**config.mk**
```make
export PLATFORM = sky130hd
export DESIGN_NAME = freq_div_bank_flat
export DESIGN_NICKNAME = d
export VERILOG_FILES = /design/src/rtl/freq_div_bank_pkg.sv /design/src/rtl/freq_div_bank_if.sv /design/src/rtl/freq_div_bank_div_channel.sv /design/src/rtl/freq_div_bank.sv /design/src/flat_wrapper.sv
export SDC_FILE = /design/constraint.sdc
export NUM_CORES = 1
export LEC_CHECK = 0
export CAP_MARGIN = 15
export CORE_ASPECT_RATIO = 0.9
export CORE_MARGIN = 3
export CORE_UTILIZATION = 35
export DETAILED_ROUTE_END_ITERATION = 8
export PLACE_DENSITY_LB_ADDON = 0.12
export SLEW_MARGIN = 20
export SYNTH_ARGS = -nofsm -noshare
export SYNTH_HDL_FRONTEND = slang
export SYNTH_SLANG_ARGS = --single-unit
```
**constraint.sdc**
```tcl
create_clock -name clk -period 12.9 [get_ports clk]
set_clock_uncertainty 0.05 [all_clocks]
set_input_delay 2.58 -clock clk [delete_from_list [all_inputs] [get_ports clk]]
set_output_delay 2.58 -clock clk [all_outputs]
set_load 0.01 [all_outputs]
```
**src/rtl/freq_div_bank_pkg.sv**
```systemverilog
// Shared constants and helpers for the frequency divider bank.
package freq_div_bank_pkg;

  // Half-period loaded into every channel at reset.
  localparam int DEF_DIV_DFLT  = 50;
  // Display-refresh half-period in clk cycles.
  localparam int DISP_DIV_DFLT = 12500;
  // Largest supported number of divider channels.
  localparam int MAX_CHANNELS  = 8;
  // Default channel count and half-period register width.
  localparam int CHANNELS_DFLT = 4;
  localparam int DIV_W_DFLT    = 16;

  // Index width needed to address n items; never narrower than one bit.
  function automatic int sel_width(input int n);
    if (n > 1) begin
      return $clog2(n);
    end else begin
      return 1;
    end
  endfunction

endpackage

```
**src/rtl/freq_div_bank_if.sv**
```systemverilog
// Control and output bundle of the frequency divider bank.
interface freq_div_bank_if #(
  parameter int CHANNELS = 4,
  parameter int DIV_W    = 16
);
  import freq_div_bank_pkg::*;

  localparam int SEL_W = sel_width(CHANNELS);

  logic [CHANNELS-1:0] ch_en;
  logic                div_wr;
  logic [SEL_W-1:0]    ch_sel;
  logic [DIV_W-1:0]    div_data;
  logic [CHANNELS-1:0] clk_out;
  logic [CHANNELS-1:0] tick;
  logic                disp_clk;
  logic                disp_tick;

  // Controller side: drives enables and half-period writes, observes the outputs.
  modport master (
    output ch_en, div_wr, ch_sel, div_data,
    input  clk_out, tick, disp_clk, disp_tick
  );

  // Divider bank side.
  modport slave (
    input  ch_en, div_wr, ch_sel, div_data,
    output clk_out, tick, disp_clk, disp_tick
  );

endinterface

```
**src/rtl/freq_div_bank_div_channel.sv**
```systemverilog
// One divider channel: active/shadow half-period, counter, square wave and rise tick.
module div_channel #(
  parameter int DIV_W   = 16,
  parameter int DEF_DIV = 50
) (
  input  logic             clk,
  input  logic             reset,
  input  logic             en,
  input  logic             wr,
  input  logic [DIV_W-1:0] data,
  output logic             clk_out,
  output logic             tick
);

  localparam logic [DIV_W-1:0] RST_DIV = DIV_W'(DEF_DIV);
  localparam logic [DIV_W-1:0] ZERO    = {DIV_W{1'b0}};
  localparam logic [DIV_W-1:0] ONE     = DIV_W'(1);

  logic [DIV_W-1:0] act_div;
  logic [DIV_W-1:0] shd_div;
  logic [DIV_W-1:0] cnt;
  logic [DIV_W-1:0] shd_next;
  logic [DIV_W-1:0] act_next;
  logic [DIV_W-1:0] cnt_next;
  logic             running;
  logic             terminal;
  logic             clk_next;
  logic             tick_next;

  // Next-state decode: A only reloads at a terminal count or while idle; a
  // write landing on the terminal cycle goes straight into A.
  always_comb begin
    shd_next  = wr ? data : shd_div;
    running   = en && (act_div != ZERO);
    terminal  = running && (cnt == (act_div - ONE));
    act_next  = act_div;
    cnt_next  = cnt;
    clk_next  = clk_out;
    tick_next = 1'b0;
    if (!running) begin
      act_next = shd_next;
      cnt_next = ZERO;
      clk_next = 1'b0;
    end else if (terminal) begin
      act_next = shd_next;
      cnt_next = ZERO;
      if (shd_next == ZERO) begin
        // Next half-period stops the channel, so never start a new high phase.
        clk_next = 1'b0;
      end else begin
        clk_next  = ~clk_out;
        tick_next = ~clk_out;
      end
    end else begin
      cnt_next = cnt + ONE;
    end
  end

  // Channel state registers; reset discards any period in progress.
  always_ff @(posedge clk or posedge reset) begin
    if (reset) begin
      act_div <= RST_DIV;
      shd_div <= RST_DIV;
      cnt     <= ZERO;
      clk_out <= 1'b0;
      tick    <= 1'b0;
    end else begin
      act_div <= act_next;
      shd_div <= shd_next;
      cnt     <= cnt_next;
      clk_out <= clk_next;
      tick    <= tick_next;
    end
  end

endmodule

```
**src/rtl/freq_div_bank.sv**
```systemverilog
// Bank of independent programmable square-wave dividers plus a display-refresh divider.
module freq_div_bank
  import freq_div_bank_pkg::*;
#(
  parameter int CHANNELS = CHANNELS_DFLT,
  parameter int DIV_W    = DIV_W_DFLT,
  parameter int DEF_DIV  = DEF_DIV_DFLT,
  parameter int DISP_DIV = DISP_DIV_DFLT
) (
  input logic           clk,
  input logic           reset,
  freq_div_bank_if.slave bus
);

  localparam int SEL_W  = sel_width(CHANNELS);
  localparam int DISP_W = sel_width(DISP_DIV);
  localparam logic [DISP_W-1:0] DISP_LAST = DISP_W'(DISP_DIV - 1);
  localparam logic [DISP_W-1:0] DISP_ZERO = {DISP_W{1'b0}};
  localparam logic [DISP_W-1:0] DISP_ONE  = DISP_W'(1);

  logic [CHANNELS-1:0] ch_clk;
  logic [CHANNELS-1:0] ch_tick;
  logic [DISP_W-1:0]   disp_cnt;
  logic                disp_clk;
  logic                disp_tick;

  // One divider per channel; a write is routed only to an in-range channel
  // index, so out-of-range selects match nothing and are dropped.
  for (genvar i = 0; i < CHANNELS; i++) begin : g_ch
    logic wr_hit;
    assign wr_hit = bus.div_wr && (bus.ch_sel == SEL_W'(i));

    div_channel #(
      .DIV_W   (DIV_W),
      .DEF_DIV (DEF_DIV)
    ) u_ch (
      .clk     (clk),
      .reset   (reset),
      .en      (bus.ch_en[i]),
      .wr      (wr_hit),
      .data    (bus.div_data),
      .clk_out (ch_clk[i]),
      .tick    (ch_tick[i])
    );
  end

  // Free-running display refresh divider, independent of channel activity.
  always_ff @(posedge clk or posedge reset) begin
    if (reset) begin
      disp_cnt  <= DISP_ZERO;
      disp_clk  <= 1'b0;
      disp_tick <= 1'b0;
    end else if (disp_cnt == DISP_LAST) begin
      disp_cnt  <= DISP_ZERO;
      disp_clk  <= ~disp_clk;
      disp_tick <= ~disp_clk;
    end else begin
      disp_cnt  <= disp_cnt + DISP_ONE;
      disp_tick <= 1'b0;
    end
  end

  assign bus.clk_out   = ch_clk;
  assign bus.tick      = ch_tick;
  assign bus.disp_clk  = disp_clk;
  assign bus.disp_tick = disp_tick;

endmodule
```
**src/flat_wrapper.sv**
```systemverilog
// flat-port wrapper written by rule: the top's interface ports become plain ports
module freq_div_bank_flat import freq_div_bank_pkg::*;
#(
  parameter int CHANNELS = CHANNELS_DFLT,
  parameter int DIV_W    = DIV_W_DFLT,
  parameter int DEF_DIV  = DEF_DIV_DFLT,
  parameter int DISP_DIV = DISP_DIV_DFLT
)
  (clk, reset, bus_ch_en, bus_div_wr, bus_ch_sel, bus_div_data, bus_clk_out, bus_tick, bus_disp_clk, bus_disp_tick);
  freq_div_bank_if #(.CHANNELS(CHANNELS), .DIV_W(DIV_W)) bus_i ();
  input logic clk;
  input logic reset;
  input wire logic [$bits(bus_i.ch_en)-1:0] bus_ch_en;
  input wire logic [$bits(bus_i.div_wr)-1:0] bus_div_wr;
  input wire logic [$bits(bus_i.ch_sel)-1:0] bus_ch_sel;
  input wire logic [$bits(bus_i.div_data)-1:0] bus_div_data;
  output wire logic [$bits(bus_i.clk_out)-1:0] bus_clk_out;
  output wire logic [$bits(bus_i.tick)-1:0] bus_tick;
  output wire logic [$bits(bus_i.disp_clk)-1:0] bus_disp_clk;
  output wire logic [$bits(bus_i.disp_tick)-1:0] bus_disp_tick;
  assign bus_i.ch_en = bus_ch_en;
  assign bus_i.div_wr = bus_div_wr;
  assign bus_i.ch_sel = bus_ch_sel;
  assign bus_i.div_data = bus_div_data;
  assign bus_clk_out = bus_i.clk_out;
  assign bus_tick = bus_i.tick;
  assign bus_disp_clk = bus_i.disp_clk;
  assign bus_disp_tick = bus_i.disp_tick;
  freq_div_bank #(.CHANNELS(CHANNELS), .DIV_W(DIV_W), .DEF_DIV(DEF_DIV), .DISP_DIV(DISP_DIV)) u_core (.clk(clk), .reset(reset), .bus(bus_i));
endmodule
```
==> flow_summary.toml <==
[clock_network]
clk_pin_slew_ns = 0.06
max-clock-path-buffers = 3
clock_latency_ns = 0.53
cts_tree = "yes"
post_cts.resized_instances = 0
tritoncts.num_buffers = 25
root_buffer = "clkbuf_16"
post-cts-setup-buffers = 0
cts_hold_buf = 0
cts.sink_count = 216
cts-htree-levels = 1

[layout]
layout.cells.most_common = "dfrtp_1"
final-seq-area_mm2 = 0.00544
multi_input_comb_area_mm2 = 0.00566
fin_nets = 1070
post_route_cells_drive_above_1_share = 0.196
antenna-diode-count = 0
layout.cells.most_common_list = "dfrtp_1 (192), mux2_2 (85), nor2_1 (80), xnor2_1 (75), xor2_1 (63)"
nFillCells = 3100
flow.area_growth_from_synthesis_pct = 13.0

[critical_path]
worstPathMaxFanout = 16
worstSetupPathType = "in2reg"
critPathCaptureType = "flip-flop"
required_ns = 13.26
worstSetupStartpointType = "primary input"
cp_data_arrival_time_ns = 5.19

[detailed_routing]
finalWirelength_um = 26600
routed_wire_length_per_instance_um = 18.1
drtAntennaViolNets = 0
drc = 0
viasPerCell = 5.06
drtPass1Iterations = 4
dr.first_iter.drc_count = 311
vias = 7412

[synthesis]
post_synth_main_area_contributors = "dfrtp_1 (42%), mux2_2 (8.4%), xnor2_1 (5.8%), dfstp_2 (5.5%), xor2_1 (4.8%)"
synth_xor_xnor_area_share = 0.106
syn_nets = 1043
yosysWarnings = 0
syn_inst = 1005
synth-adder-area-share = 0.0142
synthDominantCellAreaShare = 0.421
synthArstFlopShare = 1.00
synth.yosys.seq_area_share = 0.476
yosys_register_bits = 216
synthesis.area_mm2 = 0.0114
synth_top_family_by_area = "simple AND/OR/NAND/NOR gates"
post_synthesis_simple_gate_area_fraction = 0.178
synth_enable_flop_cells = 0
synth_largest_area_cell = "dfrtp_1"
synth.lib_cells_used.distinct = 75
synth_compound_area_frac = 0.0610
ys.flop_type = "dfrtp_1"
yosys-mux-area-fraction = 0.136
post_synth.cell_area_avg_um2 = 11.4

[sta]
final.setup.worst_slack_ns = 8.07
timing.final.max_slew_violations = 0
report.final.hold_viol_count = 0
holdWs_ns = 0.428
layout_worst_path_cycle_share = 0.375
finalSetupViolCount = 0
max_freq_ghz = 0.207
grt_setup_unrepaired = "no"
headroom_to_the_max_slew_limit = 0.340
worstMarginPinSlew_ns = 0.982
setup-tns-final_ns = 0
period_minus_slack_ns = 4.83

[grt]
grtUsageTotal = 0.155
gr-total-overflow = 0
initial_antenna_violation_count = 0
number_of_global_route_vias_before_repair = 7614
pin_count_of_the_biggest_net_entering_global_routing = 84
grt_pass1_wl_um = 43200

[floorplan]
start_util = 0.356
ios = 35
fp.dieH_um = 177
core_mm2 = 0.0320
fp.dieW_um = 196
design.die.area_mm2 = 0.0348
core.rowCount = 62

[pwr]
power.total_mw = 1.95
netSwitchingFraction = 0.288
total_switching_power_mw = 0.561
seqPwrFrac = 0.455
power_leakage_nw = 5.24
vdd.ir_drop.worst_mv = 0.112
share_clk_of_total_power = 0.360
cell_internal_pwr_mw = 1.39
power.share.combinational = 0.185
cellPowerDensity_mw_per_mm2 = 151

[place]
place_hpwl_um = 18200
placement.setup.worst_slack_ns = 7.48
gp_congestion = 0.749
buffer_ports.inserted = 34

[flow_run]
drv_cap = 0

[worst_hold_path]
worst_hold_path_type = "reg2reg"

[status]
status = "finished clean"
==> flip-flops by register name, summed over array words and instances, names as in the netlist <==
name	flops
u_core.g_ch.u_ch.tick	4
u_core.disp_cnt	14
u_core.g_ch.u_ch.act_div	64
u_core.g_ch.u_ch.cnt	64
u_core.bus.disp_tick	1
u_core.g_ch.u_ch.shd_div	64
u_core.g_ch.u_ch.clk_out	4
u_core.bus.disp_clk	1
==> routing by layer <==
layer / vias to the layer above / routed length [um] / global-route usage
met4: 0 / 553 / 0.0336
met5: - / 0 / 0
li1: 3651 / - / -
met1: 3652 / 13700 / 0.229
met3: 33 / 674 / 0.0233
met2: 76 / 11600 / 0.241
==> cell families after synthesis <==
family,after synthesis
mux,129
compound gates,95
fa+ha+maj,13
flops,216
simple gates,355
xor+xnor,138
buf+inv,59
==> path summary, 6_finish.rpt <==
check / startpoint / end / slack (ns) / cells after the start
min reg2reg: u_core.bus.disp_clk$_DFFE_PP0N_ / u_core.bus.disp_tick$_DFF_PP0_ / 0.43 / 1
max reg2reg: u_core.g_ch[0].u_ch.act_div[0]$_DFFE_PP0P_ / u_core.g_ch[0].u_ch.act_div[15]$_DFFE_PP0P_ / 9.02 / 9
min: u_core.bus.disp_clk$_DFFE_PP0N_ / u_core.bus.disp_tick$_DFF_PP0_ / 0.43 / 1
min in group asynchronous: reset / u_core.g_ch[3].u_ch.cnt[10]$_DFF_PP0_ / 2.51 / 2
max in group asynchronous: reset / u_core.g_ch[0].u_ch.cnt[15]$_DFF_PP0_ / 8.50 / 4
max: bus_ch_sel[0] / u_core.g_ch[2].u_ch.clk_out$_DFFE_PP0P_ / 8.07 / 7
==> worst max-delay path, cell delays in order <==
cell and delay [ns]:
clkdlybuf4s50_1 0.46, nand3b_1 0.70, mux2_2 0.55, nor4_1 0.37
a41oi_1 0.18, nor4b_1 0.18, nand2b_1 0.17
==> Yosys cell counts (all sizes together) (2+ instances only) <==
| cell | number |
|---|---|
| a211oi | 8 |
| a31oi | 5 |
| o31a | 2 |
| and4 | 2 |
| o221ai | 2 |
| clkbuf | 17 |
| xor2 | 63 |
| nor2b | 17 |
| nor3b | 5 |
| ha | 13 |
| nor2 | 80 |
| or4b | 4 |
| and3b | 4 |
| o31ai | 5 |
| inv | 19 |
| or4 | 10 |
| and2 | 21 |
| nor4b | 8 |
| buf | 23 |
| a41oi | 5 |
| or2 | 2 |
| nand2b | 6 |
| nand3b | 6 |
| and3 | 24 |
| or3 | 10 |
| nand3 | 46 |
| mux2 | 128 |
| nand2 | 38 |
| xnor2 | 75 |
| nor4 | 30 |
| dfrtp | 192 |
| o32ai | 2 |
| a2111oi | 3 |
| a21oi | 13 |
| nand4b | 4 |
| o211ai | 6 |
| o22ai | 3 |
| nor3 | 20 |
| o21ai | 23 |
| dfstp | 24 |
| a21boi | 3 |
| o21a | 4 |
| nand4 | 16 |
==> power by group through the flow <==
stage	registers (mW)	clock network [mW]	logic, mW
after global placement	0.897	0	0.362
final	0.886	0.702	0.360
after floorplan	0.844	0	0.309
after detailed placement	0.896	0	0.363
after CTS	0.886	0.727	0.365
after global routing	0.901	0.753	0.401
==> final cells by class <==
class	instances	share of cell area
multi-input cells	730	0.438
flip-flops and latches	216	0.421
clock inverters	6	0.00621
repair buffers	40	0.0317
well taps	416	0.0403
clock buffers	38	0.0561
inverters	19	0.00611
==> per-stage QoR <==
step                      cell area (um2)   util  instances
final                               12900  0.403       1465
after global routing                12900  0.403       1465
after CTS                           12900  0.403       1465
after detailed placement            12100  0.378       1421
after global placement              12100  0.377       1420
after floorplan                     11400      -       1005
Power figures use the tool's default switching activity.
